## src/rtl/addr_sequencer.sv

```systemverilog
// addr_sequencer: walks a flash word address through [START_ADDR, END_ADDR], two 8-bit samples per word.
// Build option ADDR_SEQ_LOOP_EN: wrap at region boundaries and keep playing; otherwise stop at the boundary.
module addr_sequencer #(
   parameter logic [22:0] START_ADDR = 23'h000000,
   parameter logic [22:0] END_ADDR   = 23'h07FFFF
) (
   input  logic        clk,
   input  logic        reset_n,
   input  logic        key_play,
   input  logic        key_pause,
   input  logic        key_restart,
   input  logic        dir_reverse,
   input  logic        new_value_read,
   output logic [22:0] mem_address,
   output logic        pause,
   output logic        reverse,
   output logic        end_reached
);

`ifdef ADDR_SEQ_LOOP_EN
   localparam bit LOOP_EN = 1'b1;
`else
   localparam bit LOOP_EN = 1'b0;
`endif

   typedef enum logic {IDLE = 1'b0, PLAY = 1'b1} state_t;

   state_t state, state_nxt;
   logic   half;
   logic   accept, step, at_bound, hit_end;

   // restart wins over a coincident read; reads outside PLAY are dropped
   assign accept   = (state == PLAY) && new_value_read && !key_restart;
   assign step     = accept && half;
   assign at_bound = reverse ? (mem_address == START_ADDR) : (mem_address == END_ADDR);
   assign hit_end  = step && at_bound;

   always_ff @(posedge clk or negedge reset_n) begin
      if (!reset_n) state <= IDLE;
      else          state <= state_nxt;
   end

   always_comb begin
      state_nxt = state;
      if (state == IDLE) begin
         if (key_play && !key_pause) state_nxt = PLAY;
      end else begin
         if (key_pause)               state_nxt = IDLE;
         else if (hit_end && !LOOP_EN) state_nxt = IDLE;
      end
   end

   // state is a single flop, so pause is a direct register output
   always_comb begin
      pause = (state == IDLE);
   end

   // direction is only re-sampled at a word boundary (or restart / IDLE) so a word never splits
   always_ff @(posedge clk or negedge reset_n) begin
      if (!reset_n) begin
         mem_address <= START_ADDR;
         half        <= 1'b0;
         reverse     <= 1'b0;
         end_reached <= 1'b0;
      end else begin
         end_reached <= hit_end;
         if (key_restart) begin
            mem_address <= dir_reverse ? END_ADDR : START_ADDR;
            half        <= 1'b0;
            reverse     <= dir_reverse;
         end else if (accept) begin
            half <= ~half;
            if (half) begin
               reverse <= dir_reverse;
               if (!at_bound)
                  mem_address <= reverse ? (mem_address - 23'd1) : (mem_address + 23'd1);
               else if (LOOP_EN)
                  mem_address <= reverse ? END_ADDR : START_ADDR;
            end
         end else if (state == IDLE) begin
            reverse <= dir_reverse;
         end
      end
   end

endmodule

```

## config.mk

```make
export PLATFORM = sky130hd
export DESIGN_NAME = addr_sequencer
export DESIGN_NICKNAME = d
export VERILOG_FILES = /design/src/rtl/addr_sequencer.sv
export SDC_FILE = /design/constraint.sdc
export NUM_CORES = 1
export LEC_CHECK = 0
export CORE_ASPECT_RATIO = 1.5
export CORE_MARGIN = 10
export CORE_UTILIZATION = 25
export CTS_CLUSTER_SIZE = 8
export DETAILED_ROUTE_END_ITERATION = 7
export PLACE_DENSITY_LB_ADDON = 0.1
export SETUP_SLACK_MARGIN = 0.05
export SYNTH_ARGS = -nofsm -noshare
export SYNTH_HDL_FRONTEND = slang
export SYNTH_SLANG_ARGS = --single-unit
```

## constraint.sdc

```tcl
create_clock -name clk -period 3.05 [get_ports clk]
set_input_delay 0.305 -clock clk [delete_from_list [all_inputs] [get_ports clk]]
set_output_delay 0.305 -clock clk [all_outputs]
set_load 0.1 [all_outputs]
```

### Word-level counts from Yosys, hierarchy flattened

Cells that the tools add are included.

| word-level totals | value |
|---|---|
| register bits | 27 |
| word-level logic and storage cells | 42 |

| cells by class | value |
|---|---|
| add/sub/neg operators | 2 |
| eq/ne operators | 4 |
| muxes and demuxes | 17 |
| bitwise gates (word level) | 2 |
| reduce and logical (&&, ||, !) cells | 12 |

Operator list:

| kind | number |
|---|---|
| 2-to-1 mux 23 bit | 5 |
| adder 23 x 1 -> 23 bit, second input constant | 1 |
| == test 23 x 19 -> 1 bit, second input constant | 1 |
| logical NOT 23 bit | 1 |
| subtractor 23 x 1 -> 23 bit, second input constant | 1 |
| 2-to-1 mux 19 bit | 1 |
| 2-to-1 mux 1 bit | 11 |
| logical AND 1 bit | 5 |
| nonzero test 2 bit | 2 |
| != test 3 x 2 -> 1 bit, second input constant | 1 |
| != test 3 bit, second input constant | 1 |
| AND reduction 3 bit | 1 |
| logical NOT 1 bit | 2 |
| != test 2 bit, second input constant | 1 |
| inverter 1 bit | 2 |
| AND reduction 2 bit | 1 |

### Depth between registers and ports, before layout

Gate-level depths: netlist (run 1).

| logic depth | value |
|---|---|
| depth in word-level cells | 7 |
| depth in mapped cells | 9 |

### Worst setup path after synthesis (run 1)

No wires, ideal clock.

| path | value |
|---|---|
| path type | flip-flop to flip-flop |
| start point | reg reverse |
| end point | reg mem_address[21] |
| setup time | 110 ps |
| arrival | 3293 ps |
| data required time | 2940 ps |
| path slack | -353 ps |
| cell stages (with the launch flop) | 9 |
| period minus slack after synthesis | 3403 ps |
| path through | dfrtp_1 ha_1 a21o_1 a21oi_1 a211oi_1 o311ai_0 a211oi_1 o31a_1 o41ai_1 |

| on the way | value |
|---|---|
| cells in the longest elaborated chain, start to end | 5 |
| elaborated cells on any way between the ends | 8 |
| those cells by class | 1 x eq/ne; 6 x mux; 1 x reduce/logical |

RTL lines:

| item | RTL line | text |
|---|---|---|
| start: declaration | 16 | `output logic reverse,` |
| start signal: assignment | 70 | `reverse <= dir_reverse;` |
| start signal: assignment | 74 | `reverse <= dir_reverse;` |
| start signal: assignment | 81 | `reverse <= dir_reverse;` |
| 2-to-1 mux 23 bit | 76 | `mem_address <= reverse ? (mem_address - 23'd1) : (mem_address + 23'd1);` |
| 2-to-1 mux 23 bit | 75 | `if (!at_bound)` |
| 2-to-1 mux 23 bit | 73 | `if (half) begin` |
| 2-to-1 mux 23 bit | 71 | `end else if (accept) begin` |
| 2-to-1 mux 23 bit | 67 | `if (key_restart) begin` |
| end signal: assignment | 68 | `mem_address <= dir_reverse ? END_ADDR : START_ADDR;` |
| end signal: assignment | 76 |  |
| end signal: assignment | 78 | `mem_address <= reverse ? END_ADDR : START_ADDR;` |
| end: declaration | 14 | `output logic [22:0] mem_address,` |

Parallel ways exist; a longest one is shown, timed or not. The select of a mux whose other input is x is not followed.
A chain may end at the register's enable or synchronous reset.

### Worst setup path in the final report (run 1)

| path | value |
|---|---|
| start point | reg reverse |
| end point | reg mem_address[22] |

Same word-level chain as after synthesis.

==> results of run 1 <==
==> worst paths after layout <==
kind,from,to,slack [ps],cells after the start
worst min register to register,mem_address[21]$_DFFE_PN0P_,mem_address[21]$_DFFE_PN0P_,560,2
min in group clk,mem_address[21]$_DFFE_PN0P_,mem_address[21]$_DFFE_PN0P_,560,2
max in group asynchronous,reset_n,mem_address[3]$_DFFE_PN0P_,1910,3
worst max register to register,reverse$_DFFE_PN0P_,mem_address[22]$_DFFE_PN0P_,170,9
worst max-delay path,reverse$_DFFE_PN0P_,mem_address[22]$_DFFE_PN0P_,170,9
worst min-delay path,reset_n,mem_address[20]$_DFFE_PN0P_,380,1
==> state kept, by name, indices dropped and copies added, names as in the netlist <==
signal / cells
state: 1
reverse: 1
end_reached: 1
mem_address: 23
half: 1
==> through the flow <==
step / utilization (%) / power, mW
2_1_floorplan: - / 1.13
3_3_place_gp: 30.5 / 1.38
3_5_place_dp: 30.5 / 1.37
4_1_cts: 31.4 / 1.70
5_1_grt: 31.7 / 1.79
6_report: 31.7 / 1.69
==> worst max-delay path: cells and delay by family (launching register included) <==
kind            cells  cell delay (ps)
flops               1              590
buf+inv             1              160
compound gates      5              920
mux                 1              340
simple gates        1              360
fa+ha+maj           1              390
==> layout make-up <==
class                      count  share of cell area (%)
multi-input combinational    208                    55.3
sequential                    27                    24.2
timing repair buffer          43                    12.1
tap                          110                    4.90
clock buffer                   3                    2.67
inverter                       5                   0.668
clock inverter                 1                   0.178
==> per-layer routing <==
metal / routed length (um) / up-vias / global-route usage, %
met5: 0 / - / 0
met4: 168 / 0 / 6.00
met3: 194 / 11 / 1.21
met2: 3960 / 36 / 20.6
met1: 2980 / 1016 / 11.8
li1: - / 1050 / -
==> synthesized netlist by cell type, types with 2 or more instances <==
library cell	instances
nand3_1	4
nor3_1	4
o21bai_1	2
nor2b_1	3
dfrtp_1	27
a21o_1	3
nor2_4	2
nand4_1	8
o31ai_1	2
nand4b_1	2
clkbuf_1	5
nor4b_1	2
a31oi_1	2
a211oi_1	4
xnor2_1	6
o211ai_1	4
nor4_1	7
nor2_1	9
buf_6	2
o21a_1	5
o21ai_0	14
buf_2	2
inv_1	5
ha_1	21
xor2_1	13
a21oi_1	25
nand2_1	25
a221o_1	8
a221o_2	5
nand2b_1	2
==> cells in the final DEF, fill, tap and decap left out, types with 3 or more instances in the layout <==
master	count
buf_4	36
dfrtp_1	26
nand2_1	25
a21oi_1	25
ha_1	20
xor2_1	13
o21ai_0	12
nor2_1	9
nand4_1	8
a221o_1	8
nor4_1	7
clkdlybuf4s50_1	7
xnor2_1	6
inv_1	5
o21a_1	5
a221o_2	5
nand3_1	4
nor3_1	4
o211ai_1	4
nor2b_1	3
a21o_1	3
a211oi_1	3
clkbuf_16	3
==> timing repair <==
item                                    CTS  global route
resized for setup                         0             7
setup buffers                             0             1
endpoints found under the setup margin    0             2
endpoints found under the hold margin     0             0
==> power groups by stage <==
stage	Clock, mW	Sequential [mW]	Combinational (mW)
6_report	0.321	0.456	0.912
5_1_grt	0.343	0.467	0.982
4_1_cts	0.337	0.457	0.909
3_5_place_dp	0	0.464	0.905
3_3_place_gp	0	0.465	0.914
2_1_floorplan	0	0.710	0.421
==> cell families (layout without fill, tap and decap cells) <==
logic type | Yosys count | after routing | share of synthesized area (%)
AOI/OAI and AO/OA | 88 | 88 | 28.3
xor gates and xnor gates | 19 | 19 | 7.28
adders and majority gates | 22 | 22 | 12.4
buffers and inverters | 14 | 52 | 3.06
DFF | 27 | 27 | 29.5
muxes | 2 | 2 | 0.985
and+or+nand+nor | 77 | 77 | 18.4
==> key figures, run 1 <==
Floorplanning
  – I/O pin cnt: 33
  – Die Ht: 137 um
  – Area of the core: 8880 um2
  – Die X: 98.1 um
  – Die area: 13500 um2
  – Num rows: 42
  – Initial Utilization: 25.8%

CTS
  – H-tree depth: 1
  – CTS root buffer: clkbuf_16
  – CTS max path bufs: 2
  – Num CTS Buffers: 3
  – Clk sink count: 27
  – Clock latency on the worst-skew pair: 270 ps
  – Reg clk slew, reported paths: 80 ps
  – CTS tree: done
  – Cts hold-fix bufs: 0

Pwr
  – Comb power frac: 54.0%
  – Pwr Density: 601 nW/um2
  – Clock power frac: 19.0%
  – Sw Pwr: 0.825 mW
  – Peak VDD IR: 411 uV
  – Leakage: 1.19 nW
  – Cell Int Power: 0.865 mW
  – Sw Share: 48.8%
  – Part of the power in registers: 27.0%

Global route
  – Total GRT Usage: 11.0%
  – Initial antenna violation count: 0
  – Largest net degree at the start of global routing: 19
  – Grt ovf: 0
  – Vias in the first global route: 2272
  – Global-route wire length before repair: 12.0 mm

Synth
  – Asr flop ratio synth: 100%
  – Register bit total from synthesis: 27
  – Sequential area share after synthesis: 29.5%
  – Top_reg_cell synth: dfrtp_1
  – Synth Instances: 249
  – EDFF count, synth: 0
  – Post-synth top area share: 29.5%
  – Net Count, Synth: 278
  – Synth warn: 0
  – Cell variety after synth: 56
  – Synth Cell Area: 2290 um2
  – Syn_area_per_cell: 9.19 um2
  – Post-synth top area cell: dfrtp_1
  – Main area contributors after synthesis: dfrtp_1 (30%), ha_1 (11%), a21oi_1 (5.5%), xor2_1 (5.0%), nand2_1 (4.1%)

STA
  – Slew Limit Headroom: 35.2%
  – Final setup TNS: 0 ps
  – Final Slew Violations: 0
  – Max Freq: 348 MHz
  – Worst-Margin Slew: 969 ps
  – Final Hold Fails: 0
  – Min Tclk post-route: 2880 ps
  – Min Hold Slack: 382 ps
  – Clock skew: 5.79 ps
  – Setup-failing EPs final: 0
  – Final worst setup slack: 174 ps
  – Fin crit share: 94.3%
  – RSZ-0062 raised after global routing: true

Critical path
  – Arrival time worst endpoint: 3040 ps
  – Slowest library cell on the worst path: dfrtp_4
  – CP Capture Type: flip-flop
  – Critical Path RT: 3210 ps
  – Crit path kind: reg -> reg
  – Crit-path cells: ha_1 -> a21oi_1 -> o21ai_0 -> a21oi_1 -> buf_4 -> o311a_1 -> or3_1 -> a21oi_1 -> mux2_1
  – Crit-path most repeated cell: a21oi_1
  – Crit path launch type: flip-flop
  – Crit Path Max Fanout: 18
  – Crit path largest cell delay: 590 ps

Detailed routing
  – Vias per cell: 5.32
  – Drt pass-1 iters: 4
  – Routed vias: 2113
  – Initial DRC Count: 58
  – Residual DRC count: 0
  – Wirelength per Cell: 18.4 um
  – Routed WL: 7.31 mm
  – Antenna Nets Post-Route: 0

Finish
  – Multi-input gate area: 1560 um2
  – Diodes inserted: 0
  – Layout cell share with drive strength beyond 1: 20.9%
  – P&R area growth vs syn: 22.9%
  – Fin cells: 397
  – Design area: 2810 um2
  – Sequential standard cell area: 679 um2
  – Filler Cells Inserted: 960
  – Nets@finish: 317

Flow run
  – Max-Cap Viols: 0

Outcome
  – Status: finished clean

Worst hold path
  – Hold Path Class: in -> async

Place
  – Post-DP HPWL: 5.79 mm
  – Buffers on Ports: 32
  – Dpl cells: 392
  – Gpl congestion: 0.851
  – Setup slack at placement: 118 ps
  – Post-DP Area: 2710 um2
(Power assumes the default switching activity.)
==> run 2: changes to the inputs <==
--- a/config.mk
+++ b/config.mk
@@ -5,6 +5,7 @@
 export SDC_FILE = /design/constraint.sdc
 export NUM_CORES = 1
 export LEC_CHECK = 0
+export ABC_AREA = 1
 export CORE_ASPECT_RATIO = 1.5
 export CORE_MARGIN = 10
 export CORE_UTILIZATION = 25
==> run 2 against run 1 <==
Compared with the run above:
- first-iteration DRC count rose to 2.8 times the previous value
- total power rose by 2.6%
- non-clock buffer count fell by 6
- largest cell class unchanged
- via count rose by 29%
- critical path type unchanged
==> key figures, run 2 <==
Place
  – Post-DP HPWL: 7.59 mm
  – Gpl congestion: 0.876
  – Buffers on Ports: 32

Pwr
  – Comb power frac: 54.4%
  – Sw Pwr: 0.896 mW
  – Part of the power in registers: 26.7%
  – Peak VDD IR: 333 uV
  – Clock power frac: 18.8%
  – Pwr Density: 567 nW/um2
  – Leakage: 1.57 nW
  – Cell Int Power: 0.838 mW
  – Sw Share: 51.7%

Finish
  – Sequential standard cell area: 676 um2
  – Max reg flops: 23
  – Multi-input gate area: 1710 um2
  – Nets@finish: 472
  – Commonest cells after routing, fill and taps aside: nand2_1 (132), nor2_1 (49), inv_1 (39), nand3_1 (39), a21oi_1 (37)
  – Most common cell after layout, fill and taps aside: nand2_1
  – Layout cell share with drive strength beyond 1: 9.28%
  – Filler Cells Inserted: 1117
  – P&R area growth vs syn: 19.6%
  – Most flops, register: mem_address
  – Diodes inserted: 0

Floorplanning
  – Die Ht: 144 um
  – Num rows: 45
  – I/O pin cnt: 33
  – Area of the core: 10100 um2
  – Die area: 14800 um2
  – Die X: 103 um
  – Initial Utilization: 25.4%

Synth
  – Most common cell in the synthesized netlist: nand2_1
  – Synth Cell Area: 2560 um2
  – Net Count, Synth: 432
  – Post-synth top area cell: dfrtp_1
  – Main area contributors after synthesis: dfrtp_1 (26%), nand2_1 (19%), ha_1 (10%), nand3_1 (7.6%), a21oi_1 (7.2%)
  – Sequential area share after synthesis: 26.4%
  – Synth warn: 0
  – Syn_area_per_cell: 6.35 um2
  – Synth Instances: 403
  – Top cells by count, synth: nand2_1 (132), nor2_1 (49), inv_1 (39), nand3_1 (39), a21oi_1 (37)
  – Post-synth top area share: 26.4%
  – Top_reg_cell synth: dfrtp_1
  – Register bit total from synthesis: 27
  – Asr flop ratio synth: 100%
  – EDFF count, synth: 0
  – Cell variety after synth: 28

Detailed routing
  – Wirelength per Cell: 16.8 um
  – Routed vias: 2734
  – Routed WL: 9.40 mm
  – Antenna Nets Post-Route: 0
  – Initial DRC Count: 163
  – Top layer in use: met4
  – Drt pass-1 iters: 4
  – Vias per cell: 4.89
  – Met2 WL: 4.92 mm
  – Met3 wire length: 331 um
  – Met1 Wirelength: 3.93 mm
  – Residual DRC count: 0

Critical path
  – Crit path kind: reg -> reg
  – Critical Path RT: 3220 ps
  – Top Family by Delay on Critical Path: simple AND/OR/NAND/NOR gates
  – Crit path largest cell delay: 640 ps
  – CP Capture Type: flip-flop
  – Arrival time worst endpoint: 2610 ps
  – Crit-path cells: buf_4 -> ha_1 -> nand2_1 -> nor2_1 -> inv_1 -> nor2_1 -> nand4_1 -> nand3_1 -> nand2_1 -> nand3_1 -> nand2_1
  – Slowest library cell on the worst path: dfrtp_1
  – Buf+Inv Stages, Crit Path: 2
  – Crit Path Max Fanout: 17
  – Crit-path most repeated cell: nand2_1
  – Crit path launch type: flip-flop

CTS
  – CTS max path bufs: 2
  – Reg clk slew, reported paths: 80 ps
  – Cts hold-fix bufs: 0
  – Post_cts resized: 0
  – Clock latency on the worst-skew pair: 270 ps
  – Clk sink count: 27
  – Number of post-CTS setup repair buffers: 0
  – Num CTS Buffers: 3
  – CTS root buffer: clkbuf_16
  – H-tree depth: 1
  – CTS tree: done

Global route
  – Global-route wire length before repair: 15.3 mm
  – Vias in the first global route: 2760
  – Total GRT Usage: 13.4%
  – Initial antenna violation count: 0
  – Grt ovf: 0
  – Largest net degree at the start of global routing: 28

STA
  – Clock skew: 4.71 ps
  – RSZ-0062 raised after global routing: false
  – Final Hold Fails: 0
  – Fin crit share: 80.0%
  – Final Slew Violations: 0
  – Final setup TNS: 0 ps
  – Worst-Margin Slew: 963 ps
  – Min Tclk post-route: 2440 ps
  – Max Freq: 410 MHz
  – Slew Limit Headroom: 35.6%
  – Min Hold Slack: 432 ps
  – Setup-failing EPs final: 0

Worst hold path
  – Hold Path Class: in -> async

Flow run
  – Max-Cap Viols: 0

Outcome
  – Status: finished clean
## run 2: cell types whose count changed after synthesis, moves of 4 or more
cell,delta
inv_1,+34
a221o_1,-8
nand2_1,+107
xnor2_1,-5
xor2_1,-6
a211oi_1,-4
nand3b_1,+9
a221o_2,-5
a21oi_1,+12
nand3_1,+35
clkbuf_1,-5
nor2_1,+40
nor4_1,-7
o211ai_1,-4
## run 2: worst reg2reg max path, stage by stage, from the launching register on
cell and delay, ps:
dfrtp_1 640, buf_4 320, ha_1 410, nand2_1 140, nor2_1 170, inv_1 60
nor2_1 130, nand4_1 140, nand3_1 120, nand2_1 50, nand3_1 80, nand2_1 60
## run 2: power groups by stage
stage	clock network, mW	logic [mW]	registers (mW)
final	0.327	0.943	0.464
after global placement	0	0.952	0.473
after detailed placement	0	0.946	0.471
after global routing	0.351	1.04	0.473
after floorplan	0	0.463	0.701
after CTS	0.346	0.951	0.465
## run 2: logic make-up (layout without fill, tap and decap cells)
family	Yosys count	after routing	share of synthesized area, %
xor+xnor	8	8	2.74
simple gates	249	249	41.7
fa+ha+maj	22	22	11.1
compound gates	55	55	11.4
buf+inv	42	81	6.70
flops	27	27	26.4
## run 2: final timing paths
| path | from | to | slack (ps) | depth (start not counted) |
|---|---|---|---|---|
| max in group asynchronous | reset_n | mem_address[10]$_DFFE_PN0P_ | 2320 | 2 |
| max reg2reg | reverse$_DFFE_PN0P_ | mem_address[19]$_DFFE_PN0P_ | 610 | 11 |
| max | reverse$_DFFE_PN0P_ | mem_address[19]$_DFFE_PN0P_ | 610 | 11 |
| min reg2reg | half$_DFFE_PN0P_ | half$_DFFE_PN0P_ | 520 | 2 |
| min | reset_n | end_reached$_DFF_PN0_ | 430 | 2 |
| min in group clk | half$_DFFE_PN0P_ | half$_DFFE_PN0P_ | 520 | 2 |
## run 2: layer usage
layer  up-vias  global-route usage, %
met5         -                      0
met3        15                   1.78
li1       1409                      -
met2        51                   24.5
met4         0                   3.87
met1      1259                   15.5
## run 2: final cells by class
class | instances | share of cell area [%]
Timing Repair Buffer | 37 | 9.66
Multi-Input combinational cell | 334 | 55.9
Tap cell | 117 | 4.79
Sequential cell | 27 | 22.1
Clock inverter | 1 | 0.164
Clock buffer | 3 | 2.45
Inverter | 40 | 4.91
## run 2: metrics by stage
step	cells	cell area [um2]	power [mW]	setup slack (ps)	util [%]
final	559	3060	1.73	610	30.3
after global routing	559	3060	1.87	372	30.3
after CTS	559	3060	1.76	594	30.3
after detailed placement	555	2980	1.42	611	29.5
after global placement	555	2980	1.43	611	29.5
after floorplan	403	2560	1.16	263	-
==> run 3: changes to the inputs <==
==> constraint.sdc (replaced) <==
create_clock -name clk -period 2.1 [get_ports clk]
set_input_delay 0.21 -clock clk [delete_from_list [all_inputs] [get_ports clk]]
set_output_delay 0.21 -clock clk [all_outputs]
set_load 0.1 [all_outputs]
==> run 3 against run 2 <==
Compared with the run above:
- fmax up 19%
- highest routed layer unchanged
- count of clock-buffer cells in the layout unchanged
- critical endpoint is now mem_address[12]$_DFFE_PN0P_
- die area unchanged
- clock skew up 1.1 ps
- total power up 83%
- hold slack worse by 100 ps
==> key figures, run 3 (synthesized netlist as in run 2, its figures left out) <==
Detailed routing
  – Vias per cell: 4.89
  – Residual DRC count: 0
  – Initial DRC Count: 106
  – Drt pass-1 iters: 5
  – Routed vias: 2980
  – Routed WL: 10.3 mm
  – Antenna Nets Post-Route: 0
  – Wirelength per Cell: 16.9 um

Critical path
  – Critical R2R Launch: reverse$_DFFE_PN0P_
  – CP Capture Type: flip-flop
  – Crit Path Max Fanout: 8
  – Crit path launch type: flip-flop
  – Worst setup path start: reverse$_DFFE_PN0P_
  – Critical Path RT: 2270 ps
  – Crit path kind: reg -> reg
  – Arrival time worst endpoint: 2220 ps

Floorplanning
  – Initial Utilization: 25.4%
  – Die area: 14800 um2
  – I/O pin cnt: 33
  – Die Ht: 144 um
  – Num rows: 45
  – Die X: 103 um
  – Area of the core: 10100 um2

STA
  – Final Hold Fails: 0
  – Final setup TNS: 0 ps
  – Worst-Margin Slew: 630 ps
  – Clock skew: 5.78 ps
  – Slew Limit Headroom: 57.9%
  – Fin crit share: 97.6%
  – Final Slew Violations: 0
  – Final worst setup slack: 50.6 ps
  – Setup-failing EPs final: 0
  – Min Tclk post-route: 2050 ps
  – Max Freq: 488 MHz
  – RSZ-0062 raised after global routing: true
  – Min Hold Slack: 327 ps

Pwr
  – Leakage: 1.89 nW
  – Pwr Density: 768 nW/um2
  – Peak VDD IR: 404 uV

Global route
  – Global-route wire length before repair: 16.0 mm
  – Grt ovf: 0
  – Initial antenna violation count: 0
  – Total GRT Usage: 14.1%
  – Vias in the first global route: 2995
  – Largest net degree at the start of global routing: 28

CTS
  – Reg clk slew, reported paths: 80 ps
  – Clk sink count: 27
  – CTS root buffer: clkbuf_16
  – Clock latency on the worst-skew pair: 280 ps
  – Num CTS Buffers: 3
  – H-tree depth: 1
  – CTS tree: done
  – Cts hold-fix bufs: 0
  – CTS max path bufs: 2

Place
  – Setup slack at placement: -146 ps
  – Dpl cells: 595
  – Post-DP HPWL: 7.83 mm
  – Post-DP Area: 3330 um2
  – Gpl congestion: 0.867
  – Buffers on Ports: 32

Worst hold path
  – Hold Path Class: in -> async

Outcome
  – Status: finished clean

Finish
  – Most common cell after layout, fill and taps aside: nand2_1
  – Most flops, register: mem_address
  – Commonest cells after routing, fill and taps aside: nand2_1 (98), buf_4 (73), nor2_1 (33), nand2_2 (32), inv_1 (31)
  – Nets@finish: 523
  – Design area: 4140 um2
  – P&R area growth vs syn: 61.9%
  – Diodes inserted: 0
  – Fin cells: 610
  – Max reg flops: 23
  – Filler Cells Inserted: 1065
  – Layout cell share with drive strength beyond 1: 46.7%

Flow run
  – Max-Cap Viols: 0
-- run 3: changes by cell type in the layout (fill, tap and decap cells not counted), moves of 18 or more --
| cell | previous run | this run |
|---|---|---|
| ha_1 | 21 | 2 |
| nand2_2 | 1 | 32 |
| dfrtp_2 | 0 | 20 |
| ha_4 | 0 | 19 |
| a21oi_1 | 37 | 19 |
| buf_4 | 30 | 73 |
| dfrtp_1 | 27 | 6 |
| nand2_1 | 132 | 98 |
-- run 3: layout make-up --
class,instances,area [um2],share of cell area (%)
clock buffers,3,75.1,1.81
multi-input cells,334,2310,55.8
flip-flops and latches,27,704,17.0
clock inverters,1,5.00,0.121
well taps,117,146,3.53
repair buffers,88,744,18.0
inverters,40,154,3.72
-- run 3: layer usage --
metal | GRT usage [%] | up-vias | wire length [um]
met5 | 0 | - | 0
met1 | 15.6 | 1409 | 4140
met4 | 3.13 | 0 | 166
met2 | 27.3 | 51 | 5700
met3 | 1.59 | 11 | 295
li1 | - | 1509 | -
-- run 3: through the flow --
stage	util (%)	power [mW]
floorplan	-	1.72
global placement	33.0	2.27
detailed placement	33.0	2.28
CTS	35.8	2.90
global route	41.1	3.40
finish	41.1	3.18
-- run 3: timing repair --
| item | 4_1_cts | 5_1_grt |
|---|---|---|
| pin swaps | 3 | 38 |
| resized for setup | 33 | 115 |
| setup buffers | 4 | 6 |
| endpoints found under the setup margin | 23 | 19 |
| cloned | 0 | 1 |
-- run 3: power breakdown --
group | switching (mW) | leakage, nW | total [mW] | internal (mW)
Combinational | 1.21 | 1.54 | 2.00 | 0.784
Clock | 0.222 | 0.0409 | 0.481 | 0.259
Sequential | 0.119 | 0.311 | 0.702 | 0.583
-- run 3: path summary, 6_finish.rpt --
check	end	slack (ps)	depth (start not counted)
min in group clk	state$_DFF_PN0_	470	2
max	mem_address[12]$_DFFE_PN0P_	50	13
min	mem_address[19]$_DFFE_PN0P_	330	2
max reg2reg	mem_address[12]$_DFFE_PN0P_	50	13
min reg2reg	half$_DFFE_PN0P_	520	2
max in group asynchronous	reverse$_DFFE_PN0P_	1440	2
-- run 3: critical path, cell delays in order (launching register included) --
cell and delay, ps:
dfrtp_4 540, buf_12 180, ha_4 290, nand2_2 60
nand2_2 80, nand2_4 60, o21ai_4 220, nand2_2 120
nand2_4 110, nand2_2 60, nand2_1 60, nand2_1 40
nand3_1 60, nand2_1 50
==> edit 1: new RTL, settings of run 3 <==
Register the inputs `key_play`, `key_pause`, `key_restart`, `dir_reverse` and `new_value_read` before use, cleared by the reset. The logic sees them one clock later.
--- a/src/rtl/addr_sequencer.sv
+++ b/src/rtl/addr_sequencer.sv
@@ -26,4 +26,26 @@
    typedef enum logic {IDLE = 1'b0, PLAY = 1'b1} state_t;
 
+   logic key_play_q;
+   logic key_pause_q;
+   logic key_restart_q;
+   logic dir_reverse_q;
+   logic new_value_read_q;
+
+   always_ff @(posedge clk or negedge reset_n) begin
+      if (!reset_n) begin
+         key_play_q       <= '0;
+         key_pause_q      <= '0;
+         key_restart_q    <= '0;
+         dir_reverse_q    <= '0;
+         new_value_read_q <= '0;
+      end else begin
+         key_play_q       <= key_play;
+         key_pause_q      <= key_pause;
+         key_restart_q    <= key_restart;
+         dir_reverse_q    <= dir_reverse;
+         new_value_read_q <= new_value_read;
+      end
+   end
+
    state_t state, state_nxt;
    logic   half;
@@ -31,5 +53,5 @@
 
    // restart wins over a coincident read; reads outside PLAY are dropped
-   assign accept   = (state == PLAY) && new_value_read && !key_restart;
+   assign accept   = (state == PLAY) && new_value_read_q && !key_restart_q;
    assign step     = accept && half;
    assign at_bound = reverse ? (mem_address == START_ADDR) : (mem_address == END_ADDR);
@@ -44,7 +66,7 @@
       state_nxt = state;
       if (state == IDLE) begin
-         if (key_play && !key_pause) state_nxt = PLAY;
+         if (key_play_q && !key_pause_q) state_nxt = PLAY;
       end else begin
-         if (key_pause)               state_nxt = IDLE;
+         if (key_pause_q)               state_nxt = IDLE;
          else if (hit_end && !LOOP_EN) state_nxt = IDLE;
       end
@@ -65,12 +87,12 @@
       end else begin
          end_reached <= hit_end;
-         if (key_restart) begin
-            mem_address <= dir_reverse ? END_ADDR : START_ADDR;
+         if (key_restart_q) begin
+            mem_address <= dir_reverse_q ? END_ADDR : START_ADDR;
             half        <= 1'b0;
-            reverse     <= dir_reverse;
+            reverse     <= dir_reverse_q;
          end else if (accept) begin
             half <= ~half;
             if (half) begin
-               reverse <= dir_reverse;
+               reverse <= dir_reverse_q;
                if (!at_bound)
                   mem_address <= reverse ? (mem_address - 23'd1) : (mem_address + 23'd1);
@@ -79,5 +101,5 @@
             end
          end else if (state == IDLE) begin
-            reverse <= dir_reverse;
+            reverse <= dir_reverse_q;
          end
       end
Behaviour: not the same (Yosys sat finds a counterexample within 4 cycles, from zero or initial values and one cycle with reset_n low).
==> edit 1 against run 3 <==
- critical path type unchanged
- cell area rose by 2.1%
- routed wire length fell by 0.42%
- non-clock buffer count shrank 22
- the flow now finishes with violations (negative hold slack)
- sequential cell count is 5 higher
- area after synthesis up 8.0%
- largest power group unchanged
- setup slack improved by 0.071 ns
- synthesized cell count rose by 11%
- total power is 16% higher
- highest routed layer unchanged
==> edit 1: results (changes against run 3) <==
| Metric | Value |
|---|---|
| Crit Path Max Fanout | 7 (was 8) |
| Maximum ir drop on the vdd rail | 0.000430 V (was 0.000404 V) |
| Via count of the first global-routing pass | 3011 (was 2995) |
| Die W | 106 um (was 103 um) |
| Worst min-delay path category | primary input to asynchronous set/reset pin (unchanged) |
| Most area-consuming cells after synthesis | sky130_fd_sc_hd__dfrtp_1, sky130_fd_sc_hd__nand2_1, sky130_fd_sc_hd__ha_1, sky130_fd_sc_hd__inv_1, sky130_fd_sc_hd__nand3_1 (was sky130_fd_sc_hd__dfrtp_1, sky130_fd_sc_hd__nand2_1, sky130_fd_sc_hd__ha_1, sky130_fd_sc_hd__nand3_1, sky130_fd_sc_hd__a21oi_1) |
| Critical path arrival | 2.16 ns (was 2.22 ns) |
| # clk buffers | 5 (was 3) |
| Fill cell instance count of the final layout | 1204 (was 1065) |
| Deepest level of the CTS H-tree | 2 (was 1) |
| Final Hold Viols | 27 (was 0) |
| Largest net degree at the start of global routing | 29 (was 28) |
| Cells after DPL | 639 (was 595) |
| Layout-stage area growth over the synthesis result | 53.0% (was 61.9%) |
| Area occupied by multi-input gates | 0.00223 mm2 (was 0.00231 mm2) |
| WHS | -0.0281 ns (was 0.327 ns) |
| Leading cell types by count after synthesis | sky130_fd_sc_hd__nand2_1, sky130_fd_sc_hd__inv_1, sky130_fd_sc_hd__nor2_1, sky130_fd_sc_hd__nand3_1, sky130_fd_sc_hd__dfrtp_1 (was sky130_fd_sc_hd__nand2_1, sky130_fd_sc_hd__nor2_1, sky130_fd_sc_hd__inv_1, sky130_fd_sc_hd__nand3_1, sky130_fd_sc_hd__a21oi_1) |
| Gp weighted congestion | 0.832 (was 0.867) |
| Pin slew with the least headroom to its limit | 0.730 ns (was 0.630 ns) |
| Area after detailed placement | 0.00333 mm2 (about the same) |
| Buffer share of cell area | 0.136 (was 0.180) |
| Iter 0 DRT Violations | 109 (was 106) |
| Status | finished with violations (was finished clean) |
| Count of plain and timing-repair buffers in the layout | 66 (was 88) |
| Routed via count divided by cell count | 4.50 (was 4.89) |
| Final standard cell count with taps included and fillers excluded | 663 (was 610) |
| Area fraction of clock buffers and clock inverters | 0.0397 (was 0.0193) |
| Compound-Gate Fraction of Synth Area | 0.0702 (was 0.114) |
| Fraction of layout cells with a size suffix above 1 | 0.384 (was 0.467) |
| Failing checks | negative hold slack |
| Wire per inst | 15.5 um (was 16.9 um) |
| Clock skew | 0.0105 ns (was 0.00578 ns) |
| Share of synthesized cell area in full adder, half adder and majority cells | 0.102 (was 0.111) |
| First-pass GRT wire length | 16.0 mm (about the same) |
| Multi-input comb cells | 347 (was 334) |
| Detailed Routing Iterations Pass 1 | 4 (was 5) |
| Standby leakage power | 2.05 nW (was 1.89 nW) |
| Number of nets in the finished design | 544 (was 523) |
| GRT Resource Usage Total | 0.129 (was 0.141) |
| Sequential fraction of the synthesis area | 0.290 (was 0.264) |
-- edit 1: changes by cell type after synthesis, sizes merged, moves of 4 or more --
| cell | run 3 | this run |
|---|---|---|
| nand3b | 9 | 5 |
| nand2 | 134 | 175 |
| inv | 39 | 62 |
| nor2 | 49 | 44 |
| a21oi | 38 | 23 |
| dfrtp | 27 | 32 |
-- edit 1: final timing paths --
| path | slack, ns | end | start | depth (start not counted) |
|---|---|---|---|---|
| setup / recovery | 0.12 | mem_address[16]$_DFFE_PN0P_ | reverse$_DFFE_PN0P_ | 11 |
| hold / removal | -0.03 | mem_address[21]$_DFFE_PN0P_ | reset_n | 1 |
| setup reg to reg | 0.12 | mem_address[16]$_DFFE_PN0P_ | reverse$_DFFE_PN0P_ | 11 |
| hold reg to reg | 0.40 | state$_DFF_PN0_ | key_pause_q$_DFF_PN0_ | 1 |
| max in group asynchronous | 1.55 | dir_reverse_q$_DFF_PN0_ | reset_n | 2 |
| min in group clk | 0.36 | new_value_read_q$_DFF_PN0_ | new_value_read | 1 |
-- edit 1: per-layer routing --
metal | wire length, um | GRT usage | up-vias
met5 | 0 | 0 | -
met4 | 254 | 0.0496 | 0
met3 | 307 | 0.0216 | 13
met2 | 5570 | 0.247 | 43
met1 | 4120 | 0.137 | 1385
li1 | - | - | 1545
-- edit 1: power by group --
| group | internal, mW | switching [mW] | total, mW | leakage, nW |
|---|---|---|---|---|
| registers | 0.692 | 0.131 | 0.824 | 0.377 |
| clock network | 0.558 | 0.317 | 0.875 | 0.0798 |
| logic | 0.720 | 1.28 | 2.00 | 1.59 |
| total | 1.97 | 1.72 | 3.70 | 2.05 |
-- edit 1: what timing repair did --
item / 4_1_cts / 5_1_grt
setup buffers: 4 / 11
pin swaps: 3 / 31
gates cloned: 0 / 1
resized for setup: 22 / 118
endpoints found under the setup margin: 11 / 23
==> edit 2: new RTL, flow settings as in run 3 <==
Without the edit above. The localparam `LOOP_EN` goes from 1'b0 to 1'b1.
--- a/src/rtl/addr_sequencer.sv
+++ b/src/rtl/addr_sequencer.sv
@@ -21,5 +21,5 @@
    localparam bit LOOP_EN = 1'b1;
 `else
-   localparam bit LOOP_EN = 1'b0;
+   localparam bit LOOP_EN = 1'b1;
 `endif
 
Check against the original RTL: not equivalent (Yosys sat finds a counterexample within 4 cycles, from zero or initial values and one cycle with reset_n low).
==> edit 2 against run 3 <==
- cell area about the same
- sequential cell count is the same
- area after synthesis rose by 14%
- setup slack gained 0.085 ns
- critical path depth down 2
- routed wire length up 12%
- total power rose by 31%
- fmax is 4.3% higher
- hold slack improved by 0.0019 ns
==> edit 2: results (changes against run 3) <==
| Metric | Value |
|---|---|
| Status | finished clean (unchanged) |
| Leading cell types by count after synthesis | sky130_fd_sc_hd__nand2_1, sky130_fd_sc_hd__inv_1, sky130_fd_sc_hd__nor2_1, sky130_fd_sc_hd__nand3_1, sky130_fd_sc_hd__dfrtp_1 (was sky130_fd_sc_hd__nand2_1, sky130_fd_sc_hd__nor2_1, sky130_fd_sc_hd__inv_1, sky130_fd_sc_hd__nand3_1, sky130_fd_sc_hd__a21oi_1) |
| Number of cell rows | 48 (was 45) |
| Multi-input comb cells | 385 (was 334) |
| Multi-input combinational area share | 0.545 (was 0.558) |
| Post-Synth XOR/XNOR Area | 0.0120 (was 0.0274) |
| Routed via count divided by cell count | 4.55 (was 4.89) |
| Maximum ir drop on the vdd rail | 0.000414 V (was 0.000404 V) |
| Synthesized netlist net count | 534 (was 432) |
| Buffer share of cell area | 0.140 (was 0.180) |
| Compound-Gate Fraction of Synth Area | 0.0749 (was 0.114) |
| Slowest stage cell, crit path | sky130_fd_sc_hd__dfrtp_4 (unchanged) |
| Post-Syn Instances | 505 (was 403) |
| Cells after DPL | 713 (was 595) |
| Area after detailed placement | 0.00360 mm2 (was 0.00333 mm2) |
| Standby leakage power | 2.10 nW (was 1.89 nW) |
| Count of plain and timing-repair buffers in the layout | 70 (was 88) |
| Area fraction of clock buffers and clock inverters | 0.0200 (was 0.0193) |
| Post-place setup slack | -0.0642 ns (was -0.146 ns) |
| Detailed Routing Iterations Pass 1 | 4 (was 5) |
| Detailed-route wire length | 11.5 mm (was 10.3 mm) |
| DP HPWL | 8.95 mm (was 7.83 mm) |
| Crit Path Max Fanout | 6 (was 8) |
| Via count of the first global-routing pass | 3330 (was 2995) |
| Count of instances resized after the clock tree is built | 10 (was 33) |
| Iter 0 DRT Violations | 129 (was 106) |
| Share of synthesized cell area in full adder, half adder and majority cells | 0.0968 (was 0.111) |
| GRT Resource Usage Total | 0.137 (was 0.141) |
| Sequential cell area share | 0.170 (about the same) |
| Most area-consuming cells after synthesis | sky130_fd_sc_hd__nand2_1, sky130_fd_sc_hd__dfrtp_1, sky130_fd_sc_hd__inv_1, sky130_fd_sc_hd__ha_1, sky130_fd_sc_hd__nor2_1 (was sky130_fd_sc_hd__dfrtp_1, sky130_fd_sc_hd__nand2_1, sky130_fd_sc_hd__ha_1, sky130_fd_sc_hd__nand3_1, sky130_fd_sc_hd__a21oi_1) |
| Gp weighted congestion | 0.832 (was 0.867) |
| Number of nets in the finished design | 603 (was 523) |
| Non-clk invs | 87 (was 40) |
| Cell area after layout | 0.00414 mm2 (about the same) |
| Final standard cell count with taps included and fillers excluded | 723 (was 610) |
| Critical path arrival | 2.13 ns (was 2.22 ns) |
edit 2: changes by cell type in the layout (fill, tap and decap cells not counted), moves of 8 or more:
cell,change
sky130_fd_sc_hd__nand2_2,-21
sky130_fd_sc_hd__a21oi_2,-12
sky130_fd_sc_hd__o21ai_0,+8
sky130_fd_sc_hd__inv_1,+53
sky130_fd_sc_hd__nor2_1,+12
sky130_fd_sc_hd__buf_4,-12
sky130_fd_sc_hd__nand2_1,+92
edit 2: where the power goes:
| group | total, mW | switching (mW) | internal, mW |
|---|---|---|---|
| combinational | 2.84 | 1.87 | 0.972 |
| clock | 0.488 | 0.227 | 0.261 |
| sequential | 0.845 | 0.212 | 0.633 |
| total | 4.17 | 2.30 | 1.87 |
edit 2: final timing paths:
kind                                     startpoint                     endpoint  slack (ns)  depth (start not counted)
worst max-delay path            reverse$_DFFE_PN0P_  mem_address[16]$_DFFE_PN0P_        0.14                         11
worst min register to register     half$_DFFE_PN0P_             half$_DFFE_PN0P_        0.56                          2
max in group asynchronous                   reset_n          reverse$_DFFE_PN0P_        1.45                          2
worst max register to register  reverse$_DFFE_PN0P_  mem_address[16]$_DFFE_PN0P_        0.14                         11
min in group clk                          key_pause              state$_DFF_PN0_        0.47                          2
worst min-delay path                        reset_n  mem_address[21]$_DFFE_PN0P_        0.33                          2
edit 2: per-layer routing:
metal | vias up | track usage | part of all wire
li1 | 1702 | - | -
met5 | - | 0 | 0
met4 | 0 | 0.0536 | 0.035
met2 | 57 | 0.254 | 0.54
met3 | 20 | 0.0169 | 0.031
met1 | 1514 | 0.150 | 0.39
edit 2: cells by family after synthesis:
kind of cell | count (synthesis)
XOR/XNOR | 4
adder cells (fa/ha/maj) | 22
AND/OR/NAND/NOR | 318
flip-flops | 27
AO/OA/AOI/OAI | 41
buffers and inverters | 93
